**config.mk**
```make
export PLATFORM = sky130hd
export DESIGN_NAME = single_cycle_core
export DESIGN_NICKNAME = d
export VERILOG_FILES = /design/src/rtl/single_cycle_core_pkg.sv /design/src/rtl/single_cycle_regfile.sv /design/src/rtl/single_cycle_core.sv
export SDC_FILE = /design/constraint.sdc
export NUM_CORES = 2
export LEC_CHECK = 0
export CAP_MARGIN = 15
export CELL_PAD_IN_SITES_DETAIL_PLACEMENT = 1
export CELL_PAD_IN_SITES_GLOBAL_PLACEMENT = 2
export CORE_ASPECT_RATIO = 1.5
export CORE_UTILIZATION = 45
export CTS_BUF_LIST = sky130_fd_sc_hd__clkbuf_4 sky130_fd_sc_hd__clkbuf_8
export DETAILED_ROUTE_END_ITERATION = 8
export MAX_ROUTING_LAYER = met4
export PLACE_DENSITY_LB_ADDON = 0.1
export SLEW_MARGIN = 15
export SYNTH_ARGS = -nofsm -noshare
export SYNTH_HDL_FRONTEND = slang
export SYNTH_HIERARCHICAL = 1
export SYNTH_SLANG_ARGS = --single-unit
export TNS_END_PERCENT = 1
```
**constraint.sdc**
```tcl
create_clock -name CLK -period 12.58 [get_ports CLK]
set_clock_uncertainty 0.15 [all_clocks]
set_input_delay 2.516 -clock CLK [delete_from_list [all_inputs] [get_ports CLK]]
set_output_delay 2.516 -clock CLK [all_outputs]
set_load 0.02 [all_outputs]
```
**src/rtl/single_cycle_core_pkg.sv**
```systemverilog
`default_nettype none
// ============================================================================
//  Module   : single_cycle_core_pkg
//  Purpose  : Opcode/funct constants and ALU control encoding for the core.
//  Revision : 1.0 - initial release
// ============================================================================
package single_cycle_core_pkg;

    localparam logic [5:0] c_OP_RTYPE = 6'b000000;
    localparam logic [5:0] c_OP_LW    = 6'b100011;
    localparam logic [5:0] c_OP_SW    = 6'b101011;
    localparam logic [5:0] c_OP_BEQ   = 6'b000100;
    localparam logic [5:0] c_OP_ADDI  = 6'b001000;
    localparam logic [5:0] c_OP_J     = 6'b000010;

    localparam logic [5:0] c_FN_ADD = 6'b100000;
    localparam logic [5:0] c_FN_SUB = 6'b100010;
    localparam logic [5:0] c_FN_AND = 6'b100100;
    localparam logic [5:0] c_FN_OR  = 6'b100101;
    localparam logic [5:0] c_FN_SLT = 6'b101010;

    typedef enum logic [2:0] {
        ALU_AND = 3'b000,
        ALU_OR  = 3'b001,
        ALU_ADD = 3'b010,
        ALU_SUB = 3'b110,
        ALU_SLT = 3'b111
    } alu_ctrl_t;

    function automatic logic [31:0] sign_extend(input logic [15:0] imm);
        return {{16{imm[15]}}, imm};
    endfunction

endpackage
`default_nettype wire

```
**src/rtl/single_cycle_regfile.sv**
```systemverilog
`default_nettype none
// ============================================================================
//  Module   : single_cycle_regfile
//  Purpose  : 32x32 register file, two async read ports, one write port,
//             register 0 hardwired to zero.
//  Revision : 1.0 - initial release
// ============================================================================
module single_cycle_regfile (
    input  logic        clk,
    input  logic        rst,
    input  logic        i_we,
    input  logic [4:0]  i_wa,
    input  logic [31:0] i_wd,
    input  logic [4:0]  i_ra1,
    input  logic [4:0]  i_ra2,
    output logic [31:0] o_rd1,
    output logic [31:0] o_rd2
);

    logic [31:0] r_regs [0:31];

    always_ff @(posedge clk) begin
        if (rst) begin
            for (int i = 0; i < 32; i++) begin
                r_regs[i] <= '0;
            end
        end else if (i_we && (i_wa != 5'd0)) begin
            r_regs[i_wa] <= i_wd;
        end
    end

    // Reads see the pre-edge contents; no write-through bypass.
    assign o_rd1 = (i_ra1 == 5'd0) ? 32'd0 : r_regs[i_ra1];
    assign o_rd2 = (i_ra2 == 5'd0) ? 32'd0 : r_regs[i_ra2];

endmodule
`default_nettype wire

```
**src/rtl/single_cycle_core.sv**
```systemverilog
`default_nettype none
// ============================================================================
//  Module   : single_cycle_core
//  Purpose  : Single-cycle 32-bit MIPS-subset core (controller + datapath).
//  Revision : 1.0 - initial release
// ============================================================================
module single_cycle_core
    import single_cycle_core_pkg::*;
#(
    parameter logic [31:0] RESET_PC = 32'h0000_0000
) (
    input  logic        CLK,
    input  logic        Reset,
    input  logic [31:0] Instr,
    input  logic [31:0] ReadData,
    output logic [31:0] ALUResult,
    output logic [31:0] PC,
    output logic [31:0] WriteData,
    output logic        MemWrite
);

    logic [5:0]  w_op;
    logic [5:0]  w_funct;
    logic [4:0]  w_rs;
    logic [4:0]  w_rt;
    logic [4:0]  w_rd;
    logic [31:0] w_sign_imm;

    logic        w_reg_write;
    logic        w_reg_dst;
    logic        w_alu_src;
    logic        w_mem_write;
    logic        w_mem_to_reg;
    logic        w_branch;
    logic        w_jump;
    logic        w_illegal;
    alu_ctrl_t   w_alu_ctrl;

    logic [31:0] r_pc;
    logic [31:0] w_pc_plus4;
    logic [31:0] w_pc_branch;
    logic [31:0] w_pc_jump;
    logic [31:0] w_pc_next;
    logic [31:0] w_src_a;
    logic [31:0] w_rd2;
    logic [31:0] w_src_b;
    logic [31:0] w_alu_out;
    logic [31:0] w_wr_data;
    logic [4:0]  w_wr_addr;
    logic        w_zero;

    assign w_op       = Instr[31:26];
    assign w_rs       = Instr[25:21];
    assign w_rt       = Instr[20:16];
    assign w_rd       = Instr[15:11];
    assign w_funct    = Instr[5:0];
    assign w_sign_imm = sign_extend(Instr[15:0]);

    // Controller: main decoder and ALU decoder folded together.
    always_comb begin
        w_reg_write  = 1'b0;
        w_reg_dst    = 1'b0;
        w_alu_src    = 1'b0;
        w_mem_write  = 1'b0;
        w_mem_to_reg = 1'b0;
        w_branch     = 1'b0;
        w_jump       = 1'b0;
        w_illegal    = 1'b0;
        w_alu_ctrl   = ALU_ADD;
        case (w_op)
            c_OP_RTYPE: begin
                w_reg_write = 1'b1;
                w_reg_dst   = 1'b1;
                case (w_funct)
                    c_FN_ADD: w_alu_ctrl = ALU_ADD;
                    c_FN_SUB: w_alu_ctrl = ALU_SUB;
                    c_FN_AND: w_alu_ctrl = ALU_AND;
                    c_FN_OR:  w_alu_ctrl = ALU_OR;
                    c_FN_SLT: w_alu_ctrl = ALU_SLT;
                    default: begin
                        w_reg_write = 1'b0;
                        w_illegal   = 1'b1;
                    end
                endcase
            end
            c_OP_LW: begin
                w_reg_write  = 1'b1;
                w_alu_src    = 1'b1;
                w_mem_to_reg = 1'b1;
            end
            c_OP_SW: begin
                w_alu_src   = 1'b1;
                w_mem_write = 1'b1;
            end
            c_OP_BEQ: begin
                w_branch   = 1'b1;
                w_alu_ctrl = ALU_SUB;
            end
            c_OP_ADDI: begin
                w_reg_write = 1'b1;
                w_alu_src   = 1'b1;
            end
            c_OP_J: begin
                w_jump = 1'b1;
            end
            default: begin
                w_illegal = 1'b1;
            end
        endcase
    end

    assign w_wr_addr = w_reg_dst ? w_rd : w_rt;
    assign w_wr_data = w_mem_to_reg ? ReadData : ALUResult;

    single_cycle_regfile u_regfile (
        .clk   (CLK),
        .rst   (Reset),
        .i_we  (w_reg_write),
        .i_wa  (w_wr_addr),
        .i_wd  (w_wr_data),
        .i_ra1 (w_rs),
        .i_ra2 (w_rt),
        .o_rd1 (w_src_a),
        .o_rd2 (w_rd2)
    );

    assign w_src_b = w_alu_src ? w_sign_imm : w_rd2;

    always_comb begin
        w_alu_out = 32'd0;
        case (w_alu_ctrl)
            ALU_AND: w_alu_out = w_src_a & w_src_b;
            ALU_OR:  w_alu_out = w_src_a | w_src_b;
            ALU_ADD: w_alu_out = w_src_a + w_src_b;
            ALU_SUB: w_alu_out = w_src_a - w_src_b;
            ALU_SLT: w_alu_out = ($signed(w_src_a) < $signed(w_src_b)) ? 32'd1 : 32'd0;
            default: w_alu_out = 32'd0;
        endcase
    end

    // Undefined encodings behave as a NOP, including a zero ALU result.
    assign ALUResult = w_illegal ? 32'd0 : w_alu_out;
    assign w_zero    = (ALUResult == 32'd0);

    assign w_pc_plus4  = r_pc + 32'd4;
    assign w_pc_branch = w_pc_plus4 + (w_sign_imm << 2);
    assign w_pc_jump   = {w_pc_plus4[31:28], Instr[25:0], 2'b00};

    always_comb begin
        w_pc_next = w_pc_plus4;
        if (w_jump) begin
            w_pc_next = w_pc_jump;
        end else if (w_branch && w_zero) begin
            w_pc_next = w_pc_branch;
        end
    end

    always_ff @(posedge CLK) begin
        if (Reset) begin
            r_pc <= RESET_PC;
        end else begin
            r_pc <= w_pc_next;
        end
    end

    assign PC        = r_pc;
    assign WriteData = w_rd2;
    assign MemWrite  = w_mem_write & ~Reset;

endmodule
`default_nettype wire

```
==> impl_table.tex <==
\begin{tabular}{lr}
\hline
Metric & Value \\
\hline
\multicolumn{2}{l}{\textbf{Timing}} \\
\quad Hold Violations, Final & 0 \\
\quad Accumulated negative setup slack & 0 ns \\
\quad Highest attainable clock frequency & 84.0 MHz \\
\quad Measured slew at the worst slew-check pin & 1.21 ns \\
\quad Final-report max-slew violation count & 0 \\
\quad Final period util & 0.946 \\
\quad RSZ-0062 raised after global routing & no \\
\quad Shortest clock period the worst path allows after layout & 11.90 ns \\
\quad Final setup violation count & 0 \\
\quad Worst max-slew margin expressed relative to the limit & 0.185 \\
\multicolumn{2}{l}{\textbf{Power}} \\
\quad Total power of the final layout & 8810 uW \\
\quad Cell Pwr Density & 123 nW/um2 \\
\quad Worst supply voltage drop on vdd & 114 uV \\
\quad Static leakage & 0.0262 uW \\
\multicolumn{2}{l}{\textbf{Floorplan}} \\
\quad Initial Utilization & 0.453 \\
\quad Top Ports & 163 \\
\quad Die area & 144000 um2 \\
\quad DIE WIDTH & 310 um \\
\quad Total core area & 141000 um2 \\
\quad Die Y-Extent & 464 um \\
\quad Total number of placement rows & 169 \\
\multicolumn{2}{l}{\textbf{Routing}} \\
\quad Iteration-0 DRC Markers & 4160 \\
\quad Wire length after detailed routing & 248 mm \\
\quad Post-DR vias/cell & 6.46 \\
\quad Routed len/inst & 35.1 um \\
\quad Number of design rule violations left after detail routing & 0 \\
\quad Pre-Repair DR Iteration Count & 5 \\
\quad Total vias in the final route & 45600 \\
\quad Remaining number of nets flagged by the antenna check after routing & 0 \\
\multicolumn{2}{l}{\textbf{Cells and area}} \\
\quad Fill cells & 14300 \\
\quad Synth-to-Final Area Change & 11.5\% \\
\quad Post-route design area & 71400 um2 \\
\quad Core utilization of the finished layout & 0.506 \\
\quad Multi-input gate area in the final layout & 30600 um2 \\
\quad Proportion of layout cells with a drive suffix above 1 & 0.223 \\
\quad Final net count & 5241 \\
\quad FF+latch area & 31400 um2 \\
\multicolumn{2}{l}{\textbf{Clock network}} \\
\quad Number of buffers on the longest clock path & 3 \\
\quad Clk sink count & 1054 \\
\quad Post-CTS Repair Setup Buffers & 0 \\
\quad H-tree depth & 4 \\
\quad Clock insertion delay at the later pin of the skew report & 0.92 ns \\
\quad Inserted Clock Buffers & 166 \\
\quad TritonCTS clock tree & built \\
\quad Number of hold buffers added after CTS & 0 \\
\quad Post-cts resize count & 0 \\
\quad CTS Root Cell & clkbuf\_8 \\
\quad Clk slew on worst S/H paths & 0.06 ns \\
\multicolumn{2}{l}{\textbf{Global route}} \\
\quad Overflow left after global routing & 0 \\
\quad First-pass GRT wire length & 346 mm \\
\quad Maximum number of pins on one net before global-route repair & 80 \\
\quad Number of global-route vias before repair & 47700 \\
\quad Global router's overall resource usage & 0.354 \\
\quad Antenna violations before repair & 10 \\
\multicolumn{2}{l}{\textbf{Yosys}} \\
\quad Post-synthesis instance area & 64000 um2 \\
\quad Number of enable flip-flop cells after synthesis & 1024 \\
\quad Count of unique library cells instantiated by Yosys & 100 \\
\quad Fraction of synthesis flops using an asynchronous set or reset pin & 0 \\
\quad Gate count after technology mapping & 4919 \\
\quad Area fraction of the dominant cell type after synthesis & 0.480 \\
\quad Number of synthesized register bits & 1054 \\
\quad Most instantiated flip-flop cell in the synthesis netlist & edfxtp\_1 \\
\quad Fraction of the yosys area taken by sequential cells & 0.490 \\
\quad Mean instance size in the synthesized netlist & 13.0 um2 \\
\quad Biggest area consumer among synthesized cells & edfxtp\_1 \\
\quad Number of warnings issued by yosys & 6 \\
\quad Biggest area contributors in the synthesized netlist & edfxtp\_1, mux4\_2, and2\_1 \\
\multicolumn{2}{l}{\textbf{Critical path}} \\
\quad Launch point of the critical path & Instr[16] \\
\quad Setup slack, reg-to-reg & 4.39 ns \\
\quad Type of the setup path with the least slack & in -> out \\
\quad Required time of the critical path & 9.91 ns \\
\quad Cells along the critical path & buf\_8 > buf\_12 > mux4\_2 > a22o\_1 > a2111oi\_1 > nor3\_1 > nand2\_1 > nand2\_1 > inv\_1 > ha\_1 > nand4\_1 > or4\_1 > nor3\_1 > o211ai\_1 > a21oi\_1 > o21a\_1 > nor2\_1 > or3\_1 > a31oi\_1 > clkdlybuf4s50\_1 \\
\quad Critical Path Slowest Stage Cell & a2111oi\_1 \\
\quad Crit start category & primary input \\
\quad Largest delay share family, worst path & compound AO/OA/AOI/OAI gates \\
\quad Cell depth of the worst flop-to-flop path & 22 \\
\quad Buf/Inv on CP & 4 \\
\quad Biggest fanout along the worst timing path & 54 \\
\quad Peak per-stage delay on the critical path & 0.97 ns \\
\quad Launch point of the worst reg-to-reg path & u\_regfile/r\_regs[26][0] \\
\quad Endpoint of the worst register-to-register path & PC[4] \\
\quad CP Data Arrival Time & 9.23 ns \\
\quad Category of the worst setup path capture point & output pin \\
\multicolumn{2}{l}{\textbf{Hold path}} \\
\quad Min-Delay Endpoint & PC[31] \\
\quad Hold\_sp & PC[31] \\
\quad Worst Hold Class & reg -> reg \\
\quad Cell depth of the worst min-delay path & 3 \\
\multicolumn{2}{l}{\textbf{Place}} \\
\quad Count of port buffers added during placement & 160 \\
\quad Final weighted congestion in routability-driven placement & 0.917 \\
\quad Placed Area & 68200 um2 \\
\quad Placed wire-length estimate & 165 mm \\
\multicolumn{2}{l}{\textbf{Run status}} \\
\quad Outcome & completed \\
\multicolumn{2}{l}{\textbf{Job}} \\
\quad Number of violations of the max-capacitance limit & 0 \\
\hline
\end{tabular}
-- metrics by stage --
stage | std cells | hold slack [ns] | setup slack (ns)
2_1_floorplan | 4951 | 0.570 | 2.62
3_3_place_gp | 6757 | 0.472 | 0.913
3_5_place_dp | 6757 | 0.524 | 0.837
4_1_cts | 7047 | 0.531 | 0.830
5_1_grt | 7054 | 0.598 | 0.472
6_report | 7057 | 0.510 | 0.681
-- layout make-up --
| type | instances | area share |
|---|---|---|
| Clock inverter | 82 | 0.00792 |
| Timing Repair Buffer | 390 | 0.0490 |
| Inverter | 108 | 0.00575 |
| Tap cell | 1881 | 0.0330 |
| Antenna cell | 8 | 0.000280 |
| Clock buffer | 208 | 0.0368 |
| Multi-Input combinational cell | 3326 | 0.428 |
| Sequential cell | 1054 | 0.439 |
-- cells in the final DEF (no fill, tap or decap), types with 126 or more instances in the layout --
master and n:
and2_1 1010, buf_4 217, clkbuf_8 170, clkdlybuf4s50_1 150
edfxtp_1 1024, ha_1 126, mux2i_1 181, mux4_2 472
nand2_1 190, nor2_1 130
-- synthesized netlist by cell type (36+ instances only) --
| library cell | n |
|---|---|
| and2_1 | 1011 |
| ha_1 | 126 |
| mux2i_1 | 181 |
| mux2_2 | 55 |
| xnor2_1 | 60 |
| a22o_1 | 52 |
| edfxtp_1 | 1024 |
| o22ai_1 | 109 |
| a21oi_1 | 121 |
| or2_2 | 36 |
| mux4_2 | 472 |
| nor2_1 | 163 |
| a2111oi_1 | 41 |
| o21ai_0 | 66 |
| buf_2 | 69 |
| nand3_1 | 49 |
| inv_1 | 105 |
| nand2_1 | 190 |
| clkbuf_1 | 309 |
| nor3_1 | 83 |
| buf_4 | 43 |
| a211oi_1 | 46 |
-- tightest hold or removal path, stage by stage (launching register included) --
cell	delay [ns]
dfxtp_1	0.35
xnor2_1	0.09
a21oi_1	0.12
nor3_1	0.06
-- how the worst max path moves through the flow --
| stage | endpoint | slack [ns] | depth (start not counted) |
|---|---|---|---|
| final | ALUResult[31] | 0.68 | 20 |
| after global routing | ALUResult[31] | 0.47 | 20 |
| after CTS | ALUResult[31] | 0.83 | 22 |
| after detailed placement | ALUResult[31] | 0.84 | 22 |
| after global placement | ALUResult[31] | 0.91 | 20 |
| after floorplan | ALUResult[31] | 2.62 | 21 |
-- registers in the layout (all words and copies together) (netlist names) --
| register | count |
|---|---|
| PC | 30 |
| u_regfile/r_regs | 1024 |
-- report_power, final --
group	total [uW]	switching [uW]	leakage, uW	internal, uW
Sequential	4040	70.8	0.0108	3960
Combinational	1840	1160	0.0137	675
Clock	2940	1430	0.00167	1510
-- cell families (layout without fill, tap and decap cells) --
group           after synthesis  after routing  share of synthesized area
fa+ha+maj                   129            129                     0.0256
mux                         708            708                      0.204
compound gates              689            689                     0.0787
flops                      1054           1054                      0.490
buf+inv                     571            788                     0.0407
xor+xnor                     77             77                     0.0105
simple gates               1689           1689                      0.151
other cells                   2             42                   0.000117
-- metal layers --
metal	part of all wire	track usage	routed length [um]
met3	0.070	0.0573	17200
met2	0.52	0.612	128000
met5	0	-	0
met4	0.050	0.164	12400
met1	0.36	0.397	89700
Note: power is estimated with default switching activity, not from simulation.
